File: config.mk
export PLATFORM = sky130hd
export DESIGN_NAME = ram_arbiter_2p
export DESIGN_NICKNAME = d
export VERILOG_FILES = /design/src/rtl/ram_arb_pkg.sv /design/src/rtl/ram_arb_rr_sel.sv /design/src/rtl/ram_arbiter_2p.sv
export SDC_FILE = /design/constraint.sdc
export NUM_CORES = 1
export LEC_CHECK = 0
export ABC_AREA = 1
export BUFFER_PORTS_ARGS = -buffer_cell sky130_fd_sc_hd__clkbuf_2
export CORE_UTILIZATION = 25
export DETAILED_ROUTE_END_ITERATION = 16
export PLACE_DENSITY_LB_ADDON = 0.25
export SLEW_MARGIN = 10
export SYNTH_ARGS = -nofsm -noshare
export SYNTH_HDL_FRONTEND = slang
export SYNTH_SLANG_ARGS = --single-unit
File: constraint.sdc
create_clock -name clk -period 1.18 [get_ports clk]
set_input_delay 0.177 -clock clk [delete_from_list [all_inputs] [get_ports clk]]
set_output_delay 0.177 -clock clk [all_outputs]
set_load 0.01 [all_outputs]
File: src/rtl/ram_arb_pkg.sv
// Shared types and widths for the two-port RAM arbiter slice.
// Used by ram_arb_rr_sel and ram_arbiter_2p.
package ram_arb_pkg;

    localparam int RAM_ADDR_W = 10;
    localparam int RAM_DATA_W = 10;

    typedef struct packed {
        logic                  we;
        logic [RAM_ADDR_W-1:0] addr;
        logic [RAM_DATA_W-1:0] wdata;
    } ram_cmd_t;

    typedef enum logic {ARB, LOCKED} arb_state_t;

endpackage

File: src/rtl/ram_arb_rr_sel.sv
// Combinational 2-way round-robin pick producing a one-hot grant.
// While locked, only the lock owner can be granted.
module ram_arb_rr_sel
    import ram_arb_pkg::*;
(
    input  logic [1:0] valid,
    input  logic       last_gnt,
    input  arb_state_t state,
    input  logic       lock_owner,
    output logic [1:0] grant
);

    always_comb begin
        grant = 2'b00;
        if (state == LOCKED) begin
            grant[lock_owner] = valid[lock_owner];
        end else if (valid == 2'b11) begin
            // Contention: favour the port that did not win last time.
            grant[~last_gnt] = 1'b1;
        end else begin
            grant = valid;
        end
    end

endmodule

File: src/rtl/ram_arbiter_2p.sv
// Round-robin arbiter/sequencer in front of the 1024x10 single-port RAM.
// Define RAM_ARB_LOCK_EN to add rq_lock and the LOCKED state for atomic RMW.
module ram_arbiter_2p
    import ram_arb_pkg::*;
#(
    parameter int ADDR_W = RAM_ADDR_W,
    parameter int DATA_W = RAM_DATA_W
) (
    input  logic                clk,
    input  logic                reset,
    input  logic [1:0]          rq_valid,
    input  logic [1:0]          rq_we,
`ifdef RAM_ARB_LOCK_EN
    input  logic [1:0]          rq_lock,
`endif
    input  logic [2*ADDR_W-1:0] rq_addr,
    input  logic [2*DATA_W-1:0] rq_wdata,
    output logic [1:0]          rq_ready,
    output logic [1:0]          rsp_valid,
    output logic [DATA_W-1:0]   rsp_rdata,
    output logic                ram_we,
    output logic [ADDR_W-1:0]   ram_addr,
    output logic [DATA_W-1:0]   ram_wdata,
    input  logic [DATA_W-1:0]   ram_rdata
);

    arb_state_t state, state_next;
    logic       last_gnt, last_gnt_next;
    logic       lock_owner, lock_owner_next;
    logic [1:0] grant;
    logic       win;
    logic       hs;
    ram_cmd_t   sel_cmd;

    logic       s1_valid;
    logic       s1_owner;
    logic       rsp_pend;
    logic       rsp_owner;

    ram_arb_rr_sel u_rr_sel (
        .valid      (rq_valid),
        .last_gnt   (last_gnt),
        .state      (state),
        .lock_owner (lock_owner),
        .grant      (grant)
    );

    assign win      = grant[1];
    assign hs       = |grant;
    assign rq_ready = grant & {2{~reset}};

    always_comb begin
        sel_cmd.we    = rq_we[win];
        sel_cmd.addr  = rq_addr[win*ADDR_W +: ADDR_W];
        sel_cmd.wdata = rq_wdata[win*DATA_W +: DATA_W];
    end

    // Pointer and lock bookkeeping advance only on an accepted command.
    always_comb begin
        state_next      = state;
        last_gnt_next   = last_gnt;
        lock_owner_next = lock_owner;
        if (hs) begin
            last_gnt_next = win;
`ifdef RAM_ARB_LOCK_EN
            if (rq_lock[win]) begin
                state_next      = LOCKED;
                lock_owner_next = win;
            end else begin
                state_next = ARB;
            end
`else
            state_next = ARB;
`endif
        end
    end

    always_ff @(posedge clk or posedge reset) begin
        if (reset) begin
            state      <= ARB;
            last_gnt   <= 1'b1;
            lock_owner <= 1'b0;
        end else begin
            state      <= state_next;
            last_gnt   <= last_gnt_next;
            lock_owner <= lock_owner_next;
        end
    end

    // Stage 1 drives the RAM pins; address and data hold while idle.
    always_ff @(posedge clk or posedge reset) begin
        if (reset) begin
            s1_valid  <= 1'b0;
            s1_owner  <= 1'b0;
            ram_we    <= 1'b0;
            ram_addr  <= '0;
            ram_wdata <= '0;
        end else begin
            s1_valid <= hs;
            ram_we   <= hs & sel_cmd.we;
            if (hs) begin
                s1_owner  <= win;
                ram_addr  <= sel_cmd.addr;
                ram_wdata <= sel_cmd.wdata;
            end
        end
    end

    // Stage 2 captures the combinational RAM read alongside the owner.
    always_ff @(posedge clk or posedge reset) begin
        if (reset) begin
            rsp_pend  <= 1'b0;
            rsp_owner <= 1'b0;
            rsp_rdata <= '0;
        end else begin
            rsp_pend  <= s1_valid;
            rsp_owner <= s1_owner;
            rsp_rdata <= (s1_valid && !ram_we) ? ram_rdata : '0;
        end
    end

    assign rsp_valid = {rsp_pend & rsp_owner, rsp_pend & ~rsp_owner};

endmodule

==> results of run 1 <==
worst max-delay path, cell delays in order (launching register included):
cell	delay [ns]
dfstp_2	0.56
nand2_4	0.06
nand2_4	0.07
buf_12	0.11
nor2_4	0.03
buf_6	0.11
worst paths after layout:
| path | startpoint | to | slack (ns) | depth (start not counted) |
|---|---|---|---|---|
| setup / recovery | last_gnt$_DFFE_PP1P_ | rq_ready[1] | -0.22 | 5 |
| min in group asynchronous | reset | ram_addr[2]$_DFFE_PP0P_ | 0.53 | 4 |
| hold reg to reg | s1_valid$_DFF_PP0_ | rsp_pend$_DFF_PP0_ | 0.38 | 0 |
| setup reg to reg | last_gnt$_DFFE_PP1P_ | ram_wdata[3]$_DFFE_PP0P_ | -0.16 | 8 |
| max in group asynchronous | reset | last_gnt$_DFFE_PP1P_ | 0.41 | 4 |
| hold / removal | ram_rdata[6] | rsp_rdata[6]$_DFF_PP0_ | 0.08 | 3 |
sequential cells by signal, summed over array words and instances, names as in the netlist:
signal / count
s1_valid: 1
s1_owner: 1
rsp_rdata: 10
rsp_owner: 1
last_gnt: 1
ram_we: 1
ram_wdata: 10
rsp_pend: 1
ram_addr: 10
power by group through the flow:
stage / sequential (mW) / combinational, mW / clock (mW)
6_report: 1.48 / 0.891 / 0.833
5_1_grt: 1.50 / 1.00 / 0.935
4_1_cts: 1.48 / 0.831 / 0.886
3_5_place_dp: 1.50 / 0.812 / 0
3_3_place_gp: 1.51 / 0.800 / 0
2_1_floorplan: 1.56 / 0.372 / 0
logic make-up (layout without fill, tap and decap cells):
family	after synthesis	count (layout)	share of synthesized area
flip-flops	36	36	0.518
AO/OA/AOI/OAI	2	2	0.00719
AND/OR/NAND/NOR	146	146	0.359
buffers and inverters	41	147	0.116
final cells by class:
class                   instances  area share
inverters                      30      0.0435
repair buffers                109       0.283
flip-flops and latches         36       0.348
multi-input cells             148       0.256
clock inverters                 1     0.00193
clock buffers                   7      0.0295
well taps                      80      0.0386
through the flow:
step	hold slack (ns)	power, mW	cells	worst slack (ns)	instance area [um^2]
global placement	0.248	2.31	395	0.0264	2350
detailed placement	0.243	2.32	395	0.0118	2350
CTS	0.0668	3.20	407	-0.250	2470
global route	0.0778	3.43	411	-0.274	2590
floorplan	0.283	1.93	225	0.000756	1740
finish	0.0774	3.20	411	-0.220	2590
layout by cell type, fill, tap and decap left out, types with 2 or more instances in the layout:
cell / synthesis / final
clkbuf_2: 0 / 88
nand3b_1: 7 / 7
clkbuf_8: 0 / 5
nor2_4: 0 / 2
dfrtp_1: 35 / 35
inv_1: 29 / 28
buf_4: 1 / 6
nor2_1: 15 / 13
clkbuf_16: 0 / 2
buf_6: 5 / 5
buf_12: 0 / 5
nand2_2: 1 / 3
nand2_1: 100 / 98
clkbuf_1: 0 / 2
buf_8: 0 / 2
nand2_4: 3 / 3
nand3_1: 20 / 19
repair_timing:
action                     CTS  global route
pin swaps                    0             4
setup endpoints to repair    2            24
hold endpoints to repair    35             0
setup buffers                3             1
gates cloned                 0             3
resized for setup            1            15
hold buffers                 1             0
metal layers:
metal,vias to the layer above,part of all wire,track usage
met3,4,0.046,0.0302
li1,878,-,-
met1,761,0.47,0.156
met2,56,0.47,0.201
met4,0,0.015,0.0545
met5,-,0,0
==> flow_metrics.env, run 1 <==
export IMPL_status="finished, violations left"
export IMPL_violations="design-rule violations, negative setup slack"
export IMPL_start_util=0.258
export IMPL_max_clock_freq_mhz=714
export IMPL_drtPass1Iterations=10
export IMPL_intPower_mw=2.23
export IMPL_synth_commonest_cells="nand2_1 (100), dfrtp_1 (35), inv_1 (29)"
export IMPL_peakVddDrop_uv=372
export IMPL_swShare=0.303
export IMPL_grt_pass1_wl_mm=7.06
export IMPL_finalWorstPathRequiredPeriod_ns=1.40
export IMPL_routed_wl_mm=4.44
export IMPL_path_clk_slew_ns=0.07
export IMPL_ant_nets=0
export IMPL_final_setup_viol_count=23
export IMPL_hold_path_class="in2reg"
export IMPL_drv_cap=0
export IMPL_root_buffer="clkbuf_8"
export IMPL_clock_latency_ns=0.28
export IMPL_clockPowerShare=0.260
export IMPL_tns_ns=-2.92
export IMPL_syn_to_final_growth_pct=48.8
export IMPL_regArea_um2=902
export IMPL_p_sw_mw=0.970
export IMPL_synth_avg_cell_area_um2=7.74
export IMPL_numCtsBuffers=5
export IMPL_tritoncts="built"
export IMPL_num_rows=30
export IMPL_dieWidth_um=85.4
export IMPL_worst_pin_slew_ns=0.332
export IMPL_wl_per_cell_um=10.8
export IMPL_fillCellCount=731
export IMPL_cts_buffer_depth=2
export IMPL_final_core_util=0.383
export IMPL_vias=1699
export IMPL_grt_ovfl_total=0
export IMPL_grt_pass1_vias=1543
export IMPL_clock_sinks=36
export IMPL_synth_cells=225
export IMPL_final_setup_skew_ns=0.00595
export IMPL_diodes=0
export IMPL_die_height_um=85.4
export IMPL_grt_max_degree=37
export IMPL_hold_viol=0
export IMPL_drc=1
export IMPL_synth_fp_nets=281
export IMPL_yosysWarnings=0
export IMPL_seq_area_frac_synth=0.518
export IMPL_required_ns=1.00
export IMPL_fin_ws_ns=-0.220
export IMPL_htree_levels=2
export IMPL_gp_congestion=0.715
export IMPL_synth_edf_count=0
export IMPL_core_area_um2=6760
export IMPL_synth_top_area_cell="dfrtp_1"
export IMPL_finalCritPeriodShare=1.19
export IMPL_track_usage=0.124
export IMPL_synthDistinctLibCells=15
export IMPL_synth_top_area_frac=0.503
export IMPL_ys_flop_type="dfrtp_1"
export IMPL_synth_seq_cells=36
export IMPL_p_comb_frac=0.278
export IMPL_p_seq_frac=0.462
export IMPL_syn_area_um2=1740
export IMPL_multi_input_area_um2=662
export IMPL_drive_gt1_frac=0.378
export IMPL_drt_iter0_drc=51
export IMPL_maxSlewViolCount=0
export IMPL_worst_slew_margin_rel=0.778
export IMPL_antenna_found_initial=0
export IMPL_vias_per_cell=4.13
export IMPL_start_kind="flip-flop"
export IMPL_crit_path_end_kind="primary output"
export IMPL_design_die_area_um2=7300
export IMPL_nNetsFinal=386
export IMPL_cp_max_fo=3
export IMPL_rsz0062_at_grt="true"
export IMPL_dp_final_hpwl_mm=3.15
export IMPL_yosysMostFrequentCell="nand2_1"
export IMPL_async_flop_share=1.00
export IMPL_powerDensity_nw_per_um2=1240
export IMPL_ios=91
export IMPL_io_buffers=90
export IMPL_synthTopCellsByArea="dfrtp_1 (50%), nand2_1 (22%), inv_1 (6.3%), nand3_1 (5.8%), buf_6 (3.2%)"
export IMPL_worst_setup_path_type="reg2out"
export IMPL_arrival_ns=1.22
export IMPL_p_leak_nw=1.57
No activity file was read; power rests on OpenSTA's default activity.
==> run 2, diff against run 1 <==
Settings changed: SKIP_CTS_REPAIR_TIMING set to 1.
==> run 2 against run 1 <==
Net effect: the flow still finishes with violations (design-rule violations, negative setup slack); first-iteration DRC count is the same; non-clock buffer count down 1; die area stayed put; global-route usage shrank 0.19 points; fmax fell by 2.3%; design area grew 2.3%; critical endpoint unchanged; hold slack got worse by 0.0012 ns; setup slack worse by 0.033 ns; wire length down 1.6%; sequential cell count is the same.
==> flow_metrics.env, run 2 (synthesis results as in run 1) <==
export IMPL_peakVddDrop_uv=374
export IMPL_final_setup_viol_count=21
export IMPL_fillCellCount=729
export IMPL_cp_max_fo=5
export IMPL_dpl_cell_area_um2=2350
export IMPL_ios=91
export IMPL_crit_family="flip-flops"
export IMPL_min_delay_start="ram_rdata[6]"
export IMPL_cts_buffer_depth=2
export IMPL_gp_congestion=0.715
export IMPL_crit_path_end_kind="primary output"
export IMPL_final_cells=410
export IMPL_arrival_ns=1.26
export IMPL_violations="design-rule violations, negative setup slack"
export IMPL_track_usage=0.122
export IMPL_syn_to_final_growth_pct=52.3
export IMPL_dp_final_hpwl_mm=3.15
export IMPL_whs_endpoint="rsp_rdata[6]$_DFF_PP0_"
export IMPL_maxSlewViolCount=0
export IMPL_path_common_cell="nand2_4"
export IMPL_grt_max_degree=37
export IMPL_max_clock_freq_mhz=698
export IMPL_powerDensity_nw_per_um2=1220
export IMPL_status="finished, violations left"
export IMPL_p_leak_nw=1.59
export IMPL_ant_nets=0
export IMPL_worstReg2RegEnd="ram_addr[7]$_DFFE_PP0P_"
export IMPL_tritoncts="built"
export IMPL_worstRegToRegCells=7
export IMPL_crit_slowest_cell="dfstp_2"
export IMPL_r2r_start="last_gnt$_DFFE_PP1P_"
export IMPL_final_cell_area_um2=2650
export IMPL_hold_viol=0
export IMPL_place_ws_ns=0.0118
export IMPL_vias=1709
export IMPL_top_regs="ram_addr (10), ram_wdata (10), rsp_rdata (10)"
export IMPL_drtPass1Iterations=10
export IMPL_grt_pass1_vias=1538
export IMPL_place_inst=395
export IMPL_final_cell_mix="clkbuf_2 (88), nand2_1 (79), dfrtp_1 (35), inv_1 (28), nand3_1 (19)"
export IMPL_num_rows=30
export IMPL_holdPathStages=3
export IMPL_finalCritPeriodShare=1.21
export IMPL_finalWorstPathRequiredPeriod_ns=1.43
export IMPL_clock_latency_ns=0.28
export IMPL_final_core_util=0.392
export IMPL_die_height_um=85.4
export IMPL_path_clk_slew_ns=0.07
export IMPL_worst_setup_path_type="reg2out"
export IMPL_final_common_cell="clkbuf_2"
export IMPL_multi_input_area_um2=744
export IMPL_path_buf_inv=2
export IMPL_rsz0062_at_grt="true"
export IMPL_holdWs_ns=0.0762
export IMPL_worst_pin_slew_ns=0.330
export IMPL_drive_gt1_frac=0.433
export IMPL_final_setup_skew_ns=0.00735
export IMPL_required_ns=1.00
export IMPL_drt_iter0_drc=51
export IMPL_design_die_area_um2=7300
export IMPL_vias_per_cell=4.17
export IMPL_nNetsFinal=385
export IMPL_io_buffers=90
export IMPL_wl_per_cell_um=10.7
export IMPL_core_area_um2=6760
export IMPL_dieWidth_um=85.4
export IMPL_hold_path_class="in2reg"
export IMPL_regArea_um2=902
export IMPL_grt_ovfl_total=0
export IMPL_worst_slew_margin_rel=0.780
export IMPL_grt_pass1_wl_mm=6.97
export IMPL_htree_levels=2
export IMPL_diodes=0
export IMPL_numCtsBuffers=5
export IMPL_critPathMaxStageDelay_ns=0.56
export IMPL_routed_wl_mm=4.37
export IMPL_root_buffer="clkbuf_8"
export IMPL_regToRegSetupSlack_ns=-0.09
export IMPL_fin_ws_ns=-0.253
export IMPL_start_kind="flip-flop"
export IMPL_clock_sinks=36
export IMPL_path_cells="nand2_4, nand2_4, buf_12, nor2_4, buf_6"
export IMPL_start_util=0.258
export IMPL_drc=1
export IMPL_antenna_found_initial=0
export IMPL_drv_cap=0
run 2: cell count changes in the layout (fill, tap and decap cells not counted):
cell     before  now
buf_8         2    0
nand2_4       3   10
buf_4         6    7
nand2_1      98   79
nand2_2       3   15
run 2: power by group:
| group | switching [mW] | total [mW] | internal, mW | leakage, nW |
|---|---|---|---|---|
| Combinational | 0.489 | 0.919 | 0.430 | 1.11 |
| Clock | 0.423 | 0.837 | 0.414 | 0.0422 |
| Sequential | 0.0838 | 1.48 | 1.40 | 0.432 |
| Total | 0.995 | 3.24 | 2.24 | 1.59 |
run 2: stage by stage:
| stage | total power, mW | TNS, ns |
|---|---|---|
| CTS | 3.18 | -0.600 |
| floorplan | 1.93 | 0 |
| finish | 3.24 | -1.79 |
| detailed placement | 2.32 | 0 |
| global route | 3.46 | -3.04 |
| global placement | 2.31 | 0 |
run 2: per-layer routing:
metal	track usage	share of wire	vias up
met2	0.201	0.47	59
met1	0.151	0.47	772
met3	0.0302	0.046	4
met4	0.0545	0.015	0
li1	-	-	874
met5	0	0	-
run 2: area by class of cell:
| type | instances | area share |
|---|---|---|
| multi-input cells | 148 | 0.281 |
| clock buffers | 7 | 0.0288 |
| clock inverters | 1 | 0.00189 |
| repair buffers | 108 | 0.268 |
| flip-flops and latches | 36 | 0.340 |
| inverters | 30 | 0.0425 |
| well taps | 80 | 0.0378 |
run 2: how the worst max path moves through the flow:
stage | start | end | cells past startpoint
2_1_floorplan | last_gnt$_DFFE_PP1P_ | rq_ready[0] | 5
3_3_place_gp | last_gnt$_DFFE_PP1P_ | rq_ready[0] | 5
3_5_place_dp | last_gnt$_DFFE_PP1P_ | rq_ready[0] | 5
4_1_cts | last_gnt$_DFFE_PP1P_ | rq_ready[0] | 5
5_1_grt | last_gnt$_DFFE_PP1P_ | rq_ready[1] | 5
6_report | last_gnt$_DFFE_PP1P_ | rq_ready[1] | 5
run 2: worst register-to-register path, stage by stage, from the launching register on:
cell and delay [ns]:
dfstp_2 0.56, inv_2 0.05, nand2_2 0.07, nand2_4 0.08, buf_4 0.15, buf_12 0.13, nand3_1 0.06, nand2_1 0.06
